File: src/rtl/uart_cmd_sched.sv
// uart_cmd_sched: frames bytes from the UART receiver into single-byte auth
// commands and 4-byte config writes. It applies backpressure to the receiver
// while a command is outstanding and aborts config frames that stall.
module uart_cmd_sched #(
  parameter int unsigned TMO_CYC = 1_000_000,
  parameter logic [7:0]  HDR_CFG = 8'hA5
) (
  input  logic        clk,
  input  logic        rst_n,
  input  logic        rx_rdy,
  input  logic [7:0]  rx_data,
  output logic        clr_rdy,
  output logic        auth_vld,
  output logic [7:0]  auth_byte,
  input  logic        auth_ack,
  output logic        cfg_vld,
  output logic [3:0]  cfg_addr,
  output logic [15:0] cfg_data,
  input  logic        cfg_ack,
  output logic        err_badhdr,
  output logic        err_tmo
);

  localparam int unsigned     CNT_W    = $clog2(TMO_CYC + 1);
  localparam logic [CNT_W-1:0] CNT_LAST = CNT_W'(TMO_CYC - 1);
  localparam logic [CNT_W-1:0] CNT_MAX  = '1;

  localparam logic [7:0] CMD_G = 8'h67;
  localparam logic [7:0] CMD_S = 8'h73;

  typedef enum logic [2:0] {
    S_IDLE,
    S_AUTH_WAIT,
    S_CFG_ADDR,
    S_CFG_DH,
    S_CFG_DL,
    S_CFG_WAIT
  } state_e;

  state_e            state_q, state_d;
  logic [CNT_W-1:0]  cnt_q, cnt_d;
  logic              auth_vld_q, auth_vld_d;
  logic [7:0]        auth_byte_q, auth_byte_d;
  logic              cfg_vld_q, cfg_vld_d;
  logic [3:0]        cfg_addr_q, cfg_addr_d;
  logic [15:0]       cfg_data_q, cfg_data_d;
  logic              err_badhdr_q, err_badhdr_d;
  logic              err_tmo_q, err_tmo_d;
  logic              consume;
  logic              in_frame;

  // State register and registered outputs; everything clears asynchronously.
  // NOTE: sequential state uses non-blocking assignments so every flop samples
  // the pre-edge value of its inputs regardless of statement order.
  always_ff @(posedge clk or negedge rst_n) begin
    if (!rst_n) begin
      state_q      <= S_IDLE;
      cnt_q        <= '0;
      auth_vld_q   <= 1'b0;
      auth_byte_q  <= '0;
      cfg_vld_q    <= 1'b0;
      cfg_addr_q   <= '0;
      cfg_data_q   <= '0;
      err_badhdr_q <= 1'b0;
      err_tmo_q    <= 1'b0;
    end else begin
      state_q      <= state_d;
      cnt_q        <= cnt_d;
      auth_vld_q   <= auth_vld_d;
      auth_byte_q  <= auth_byte_d;
      cfg_vld_q    <= cfg_vld_d;
      cfg_addr_q   <= cfg_addr_d;
      cfg_data_q   <= cfg_data_d;
      err_badhdr_q <= err_badhdr_d;
      err_tmo_q    <= err_tmo_d;
    end
  end

  // Next-state, byte consumption and inter-byte timeout.
  // NOTE: every signal assigned here gets a default first, so no path through
  // the case statement can leave one unassigned and infer a latch.
  always_comb begin
    state_d      = state_q;
    cnt_d        = '0;
    auth_vld_d   = auth_vld_q;
    auth_byte_d  = auth_byte_q;
    cfg_vld_d    = cfg_vld_q;
    cfg_addr_d   = cfg_addr_q;
    cfg_data_d   = cfg_data_q;
    err_badhdr_d = 1'b0;
    err_tmo_d    = 1'b0;
    consume      = 1'b0;

    in_frame = (state_q == S_CFG_ADDR) || (state_q == S_CFG_DH) ||
               (state_q == S_CFG_DL);

    // Inside a config frame, silence advances the counter; a byte always
    // beats the timeout, even in the cycle the last count is reached.
    if (in_frame && !rx_rdy) begin
      if (cnt_q == CNT_LAST) begin
        err_tmo_d = 1'b1;
        state_d   = S_IDLE;
      end else if (cnt_q != CNT_MAX) begin
        cnt_d = cnt_q + CNT_W'(1);
      end else begin
        cnt_d = cnt_q;
      end
    end

    case (state_q)
      S_IDLE: begin
        if (rx_rdy) begin
          consume = 1'b1;
          if (rx_data == CMD_G || rx_data == CMD_S) begin
            auth_byte_d = rx_data;
            auth_vld_d  = 1'b1;
            state_d     = S_AUTH_WAIT;
          end else if (rx_data == HDR_CFG) begin
            state_d = S_CFG_ADDR;
          end else begin
            err_badhdr_d = 1'b1;
          end
        end
      end
      S_AUTH_WAIT: begin
        if (auth_ack) begin
          auth_vld_d = 1'b0;
          state_d    = S_IDLE;
        end
      end
      S_CFG_ADDR: begin
        if (rx_rdy) begin
          consume = 1'b1;
          if (rx_data[7:4] == 4'h0) begin
            cfg_addr_d = rx_data[3:0];
            state_d    = S_CFG_DH;
          end else begin
            err_badhdr_d = 1'b1;
            state_d      = S_IDLE;
          end
        end
      end
      S_CFG_DH: begin
        if (rx_rdy) begin
          consume           = 1'b1;
          cfg_data_d[15:8]  = rx_data;
          state_d           = S_CFG_DL;
        end
      end
      S_CFG_DL: begin
        if (rx_rdy) begin
          consume         = 1'b1;
          cfg_data_d[7:0] = rx_data;
          cfg_vld_d       = 1'b1;
          state_d         = S_CFG_WAIT;
        end
      end
      S_CFG_WAIT: begin
        if (cfg_ack) begin
          cfg_vld_d = 1'b0;
          state_d   = S_IDLE;
        end
      end
      default: state_d = S_IDLE;
    endcase
  end

  // The receiver must never see clr_rdy while this block is held in reset.
  assign clr_rdy    = rst_n & consume;
  assign auth_vld   = auth_vld_q;
  assign auth_byte  = auth_byte_q;
  assign cfg_vld    = cfg_vld_q;
  assign cfg_addr   = cfg_addr_q;
  assign cfg_data   = cfg_data_q;
  assign err_badhdr = err_badhdr_q;
  assign err_tmo    = err_tmo_q;

endmodule
File: config.mk
export PLATFORM = sky130hd
export DESIGN_NAME = uart_cmd_sched
export DESIGN_NICKNAME = d
export VERILOG_FILES = /design/src/rtl/uart_cmd_sched.sv
export SDC_FILE = /design/constraint.sdc
export NUM_CORES = 1
export LEC_CHECK = 0
export ABC_AREA = 1
export CORE_MARGIN = 3
export CORE_UTILIZATION = 40
export CTS_BUF_LIST = sky130_fd_sc_hd__clkbuf_8 sky130_fd_sc_hd__clkbuf_16
export CTS_CLUSTER_SIZE = 25
export DETAILED_ROUTE_END_ITERATION = 16
export PLACE_DENSITY = 0.73
export SYNTH_ARGS = -nofsm -noshare
export SYNTH_HDL_FRONTEND = slang
export SYNTH_SLANG_ARGS = --single-unit
File: constraint.sdc
create_clock -name clk -period 3.7 [get_ports clk]
set_clock_uncertainty 0.15 [all_clocks]
set_input_delay 0.555 -clock clk [delete_from_list [all_inputs] [get_ports clk]]
set_output_delay 0.555 -clock clk [all_outputs]
set_load 0.03 [all_outputs]
==> results.cfg, run 1 <==
[drt]
postRouteAntennaNets = 0
drt_pass1_iterations = 4
number_of_violations_reported_at_the_end_of_detailed_routing_iteration_0 = 171
avgRoutedWirePerCell_um = 12.9
viasPerCell = 4.86
drc = 0
wl_um = 6710
via_count = 2522

[synth]
synth_top_cells_by_area = dfrtp_1, nand2_1, nor2_1, inv_1, nand3_1
synth-adder-area-share_pct = 0.438
synth_compound_area_share_pct = 7.98
syn_nets = 388
netlist_area_pre_place_um2 = 2850
synth_edf_count = 0
synth-simple-area-share_pct = 35.8
synthesis.area_per_instance_um2 = 7.63
synth_top_cell_area_share_pct = 48.2
synth-seq-area-share_pct = 48.2
synth_top_area_cell = dfrtp_1
post_synth_num_cell_types = 31
largest_family_of_logic_cells_by_synthesized_area = simple AND/OR/NAND/NOR gates
ys_seq_elements = 55
syn_inst = 374
synth_xor_xnor_area_share_pct = 0.307
synth-async-reset-ratio_pct = 100
ys_warn_count = 0
flip_flop_cell_with_the_highest_count_after_synthesis = dfrtp_1
synth.area.mux_share_pct = 0

[cts]
cts_root_buffer = clkbuf_8
post_cts_buffers = 0
tritoncts_clock_tree = yes
clk_pin_slew_ps = 100
clock_latency_ps = 310
cts_num_sinks = 55
count_of_instances_resized_after_the_clock_tree_is_built = 0
cts-hold-fix-buffers = 0
tritoncts.num_buffers = 5
longest_clk_path_bufs = 2
htree_levels = 2

[sta]
fin_ws_ps = 797
max_clock_freq_mhz = 344
max_slew.worst_pin.slew_ps = 681
finalSetupViolations = 0
final_min_period_over_clock_period_pct = 78.5
maxSlewHeadroom_pct = 54.6
slew_viol_final = 0
period_minus_slack_ps = 2900
finalSetupTns_ps = 0
rsz0062_at_grt = no
final-hold-violation-count = 0

[layout]
antenna_diodes = 0
nFillCells = 657
post-route-util_pct = 50.6
final_layout_size_suffix_gt1_share_pct = 7.80
final_nets = 436
syn2layout_area_growth_pct = 21.9

[placement]
detailedPlace.worstSlack_ps = 781
place.gp.congestion = 0.876
place_hpwl_um = 5130
buffer_ports.inserted = 45

[power_and_ir_drop]
seqPwrFrac_pct = 57.1
p_leak_nw = 1.60
p_int_mw = 0.802
sw_power_mw = 0.292
combinationalPowerShare_pct = 11.3
max_rail_drop_vdd_mv = 0.180
power.clock.fraction_pct = 31.6
sw_frac_of_total_pct = 26.7
powerDensity_nw_per_um2 = 315

[critical_path]
maximum_fanout_count_along_the_critical_path = 10
critPathArrivalTime_ps = 2200
critPathKind = input port to primary output
setup.worst_path.start_class = input port
worst_ep_required_time_ps = 2990
worstSetupEndpointType = primary output

[outcome]
run_status = finished, final reports clean

[die]
io-pin-count = 46
initial_utilization_pct = 41.5
floorplan.core_area_um2 = 6870
row_count = 30
fp.dieH_um = 90.5
die_area_um2 = 8180
floorplan.die.width_um = 90.5

[run]
drv.max_cap_violation_count = 0

[global_route]
first_global_vias = 2555
globalRouteTotalUtil_pct = 17.7
grt.overflow.total = 0
antenna_found_initial = 0
largest_net_degree_at_the_start_of_global_routing = 56
grt_first_pass_wirelength_um = 11900

[hold_path]
hold_path.class = input port to asynchronous set/reset pin
==> layout by cell type (no fill, tap or decap), types with 2 or more instances in the layout <==
cell type / synthesis / routed
inv_1: 41 / 41
nand2_4: 3 / 3
nor2_2: 2 / 2
o21ai_0: 27 / 27
a21oi_1: 8 / 8
nand2_2: 2 / 2
nor2_1: 62 / 62
nor2_4: 3 / 3
nand4_1: 13 / 13
nand2_1: 99 / 99
o211ai_1: 2 / 2
nor3_1: 2 / 2
dfrtp_1: 55 / 55
inv_6: 1 / 3
clkdlybuf4s50_1: 0 / 44
o21ai_1: 3 / 3
or2_2: 7 / 7
nand3_1: 28 / 28
clkbuf_8: 1 / 5
==> worst paths after layout <==
path	startpoint	end	slack, ps	depth (start not counted)
min in group clk	auth_byte[1]	auth_byte[1]	320	1
max in group asynchronous	rst_n	auth_byte[7]	2670	2
max reg2reg	cnt_q[0]	cnt_q[1]	1660	9
min reg2reg	auth_byte[1]	auth_byte[1]	320	1
min	rst_n	cnt_q[6]	280	2
max	rx_rdy	clr_rdy	800	4
==> registers in the layout (all words and copies together) (netlist names), 3 cells and up <==
| name | cells |
|---|---|
| cfg_addr | 4 |
| cnt_q | 20 |
| auth_byte | 8 |
| cfg_data | 16 |
| state_q | 3 |
==> power by group through the flow <==
stage | Sequential [mW] | Clock [mW] | Combinational [mW]
6_report | 0.625 | 0.345 | 0.124
5_1_grt | 0.628 | 0.379 | 0.136
2_1_floorplan | 0.664 | 0 | 0.0362
4_1_cts | 0.625 | 0.357 | 0.126
3_3_place_gp | 0.636 | 0 | 0.124
3_5_place_dp | 0.637 | 0 | 0.126
==> cells in the mapped netlist, types with 2 or more instances <==
cell	n
a21oi_1	8
buf_2	3
dfrtp_1	55
inv_1	41
nand2_1	99
nand2_2	2
nand2_4	3
nand3_1	28
nand4_1	13
nor2_1	62
nor2_2	2
nor2_4	3
nor3_1	2
o211ai_1	2
o21ai_0	27
o21ai_1	3
or2_2	7
==> cell families after synthesis <==
| family | count (synthesis) |
|---|---|
| buffers and inverters | 48 |
| adders and majority gates | 1 |
| xor gates and xnor gates | 1 |
| AOI/OAI and AO/OA | 43 |
| DFF | 55 |
| and+or+nand+nor | 226 |
==> metal layers <==
layer	vias to the layer above	share of wire (%)	global-route usage (%)
li1	1289	-	-
met1	1163	46	23.8
met2	61	47	28.0
met3	9	5.8	4.33
met4	0	1.5	5.74
met5	-	0	0
==> per-stage QoR <==
stage	area [um2]	power (mW)	hold slack [ps]	instances
global route	3480	1.14	342	519
floorplan	2850	0.700	109	374
CTS	3480	1.11	321	519
global placement	3390	0.760	301	511
finish	3480	1.09	280	519
detailed placement	3390	0.762	304	511
==> worst max-delay path: stages <==
cell and delay (ps):
clkdlybuf4s50_1 670, o211ai_1 150, a21oi_1 140, clkdlybuf4s50_1 680
==> cell type report <==
class                      count  area (um2)  share of cell area, %
sequential                    55        1380                   39.6
multi-input combinational    271        1270                   36.5
timing repair buffer          46         453                   13.0
inverter                      43         166                   4.78
tap                           96         120                   3.45
clock buffer                   5        68.8                   1.98
clock inverter                 3        22.5                  0.647
Note: power is estimated with default switching activity, not from simulation.
==> run 2, diff against run 1 <==
- PLACE_DENSITY: 0.73 -> 0.75
- clock period: 3.7 -> 2.4 ns (I/O delays scaled with it)
==> results.cfg, run 2 (synthesis gave the netlist of run 1 again) <==
[outcome]
run_status = finished, final reports clean

[cts]
tritoncts.num_buffers = 5
cts_num_sinks = 55
post_cts_buffers = 0
clk_pin_slew_ps = 90
tritoncts_clock_tree = yes
htree_levels = 2
longest_clk_path_bufs = 2
clock_latency_ps = 310
cts_root_buffer = clkbuf_8
cts-hold-fix-buffers = 0
count_of_instances_resized_after_the_clock_tree_is_built = 0

[critical_path]
critPathArrivalTime_ps = 2170
timing.critical_path.slowest_cell_delay_ps = 420
critPathKind = flop to flop
worst_path_most_repeated_cell = nand2_1
worst_ep_required_time_ps = 2500
maximum_fanout_count_along_the_critical_path = 8
crit_path_top_delay_cell = dfrtp_1
setup.worst_path.start_class = flop
critical_path.top_delay_family = simple AND/OR/NAND/NOR gates
cp.buffers_inverters = 0
timing.critical_path.cells = ha_1 > nand2_1 > nor2_4 > nand2_1 > nor2_4 > nand3_2 > nor2_1 > nand2_1 > nand2_1
worstSetupEndpointType = flop

[layout]
post-route-util_pct = 50.7
seq_area_um2 = 1380
flip_flop_count_of_the_largest_register_all_copies_and_words_added = 20
final_layout_size_suffix_gt1_share_pct = 8.04
design_area_um2 = 3480
area_occupied_by_multi_input_gates_um2 = 1270
mostFrequentLayoutCells = nand2_1, nor2_1, dfrtp_1, clkdlybuf4s50_1, inv_1
nFillCells = 646
final_nets = 437
antenna_diodes = 0
syn2layout_area_growth_pct = 22.1
mostFrequentLayoutCell = nand2_1
largest_register = cnt_q

[drt]
drt_pass1_iterations = 5
viasPerCell = 4.96
number_of_violations_reported_at_the_end_of_detailed_routing_iteration_0 = 205
wl_um = 6870
drc = 0
avgRoutedWirePerCell_um = 13.2
via_count = 2574
postRouteAntennaNets = 0

[sta]
slew_viol_final = 0
maxSlewHeadroom_pct = 55.1
final_min_period_over_clock_period_pct = 86.3
finalSetupTns_ps = 0
max_clock_freq_mhz = 483
final-hold-violation-count = 0
finalSetupViolations = 0
period_minus_slack_ps = 2070
max_slew.worst_pin.slew_ps = 673
rsz0062_at_grt = no

[global_route]
first_global_vias = 2546
antenna_found_initial = 0
grt_first_pass_wirelength_um = 12000
largest_net_degree_at_the_start_of_global_routing = 56
grt.overflow.total = 0
globalRouteTotalUtil_pct = 17.7

[run]
drv.max_cap_violation_count = 0

[die]
io-pin-count = 46
floorplan.die.width_um = 90.5
floorplan.core_area_um2 = 6870
initial_utilization_pct = 41.5
row_count = 30
fp.dieH_um = 90.5
die_area_um2 = 8180

[placement]
dpl_cell_area_um2 = 3390
buffer_ports.inserted = 45
place_hpwl_um = 5180
place.gp.congestion = 0.885

[power_and_ir_drop]
p_leak_nw = 1.61
powerDensity_nw_per_um2 = 483
max_rail_drop_vdd_mv = 0.290
finalPower_mw = 1.68

[hold_path]
hold_path.class = input port to asynchronous set/reset pin
==> run 2: cell types whose count changed in the layout (fill, tap and decap cells not counted), sizes merged <==
| cell | previous run | this run |
|---|---|---|
| buf | 2 | 4 |
| inv | 45 | 44 |
| clkdlybuf4s50 | 44 | 43 |
| clkinv | 1 | 0 |
| clkbuf | 5 | 6 |
==> run 2: final cells by class <==
cell class,instances,share of cell area (%)
inverters,43,4.78
clock inverters,1,0.251
well taps,96,3.45
flip-flops and latches,55,39.5
clock buffers,6,2.37
repair buffers,47,13.1
multi-input cells,271,36.5
==> run 2: worst paths after layout <==
kind,start,endpoint,slack (ps),cells after the start
min in group clk,auth_byte[5],auth_byte[5],330,1
max in group asynchronous,rst_n,cnt_q[16],1570,2
hold / removal,rst_n,cnt_q[8],80,2
setup reg to reg,cnt_q[0],cnt_q[0],330,9
hold reg to reg,auth_byte[5],auth_byte[5],330,1
setup / recovery,cnt_q[0],cnt_q[0],330,9
==> run 2: worst register-to-register path, stage by stage, from the launching register on <==
cell and delay [ps]:
dfrtp_1 420, ha_1 300, nand2_1 140, nor2_4 250
nand2_1 140, nor2_4 140, nand3_2 160, nor2_1 190
nand2_1 70, nand2_1 60
==> run 2: layer usage <==
metal / share of wire [%] / global-route usage (%)
met1: 45 / 23.8
met2: 47 / 29.3
met3: 6.1 / 3.58
met4: 1.2 / 4.72
met5: 0 / 0
==> run 2: where the power goes <==
group / switching [mW] / internal (mW) / total (mW)
clock: 0.294 / 0.233 / 0.527
sequential: 0.0152 / 0.949 / 0.964
combinational: 0.115 / 0.0762 / 0.191
==> run 2: per-stage QoR <==
| step | instances | hold WS (ps) | worst slack [ps] |
|---|---|---|---|
| after global routing | 519 | 154 | 164 |
| after global placement | 512 | 299 | 247 |
| after detailed placement | 512 | 307 | 256 |
| final | 519 | 81.9 | 330 |
| after floorplan | 374 | -85.6 | 744 |
| after CTS | 519 | 124 | 349 |
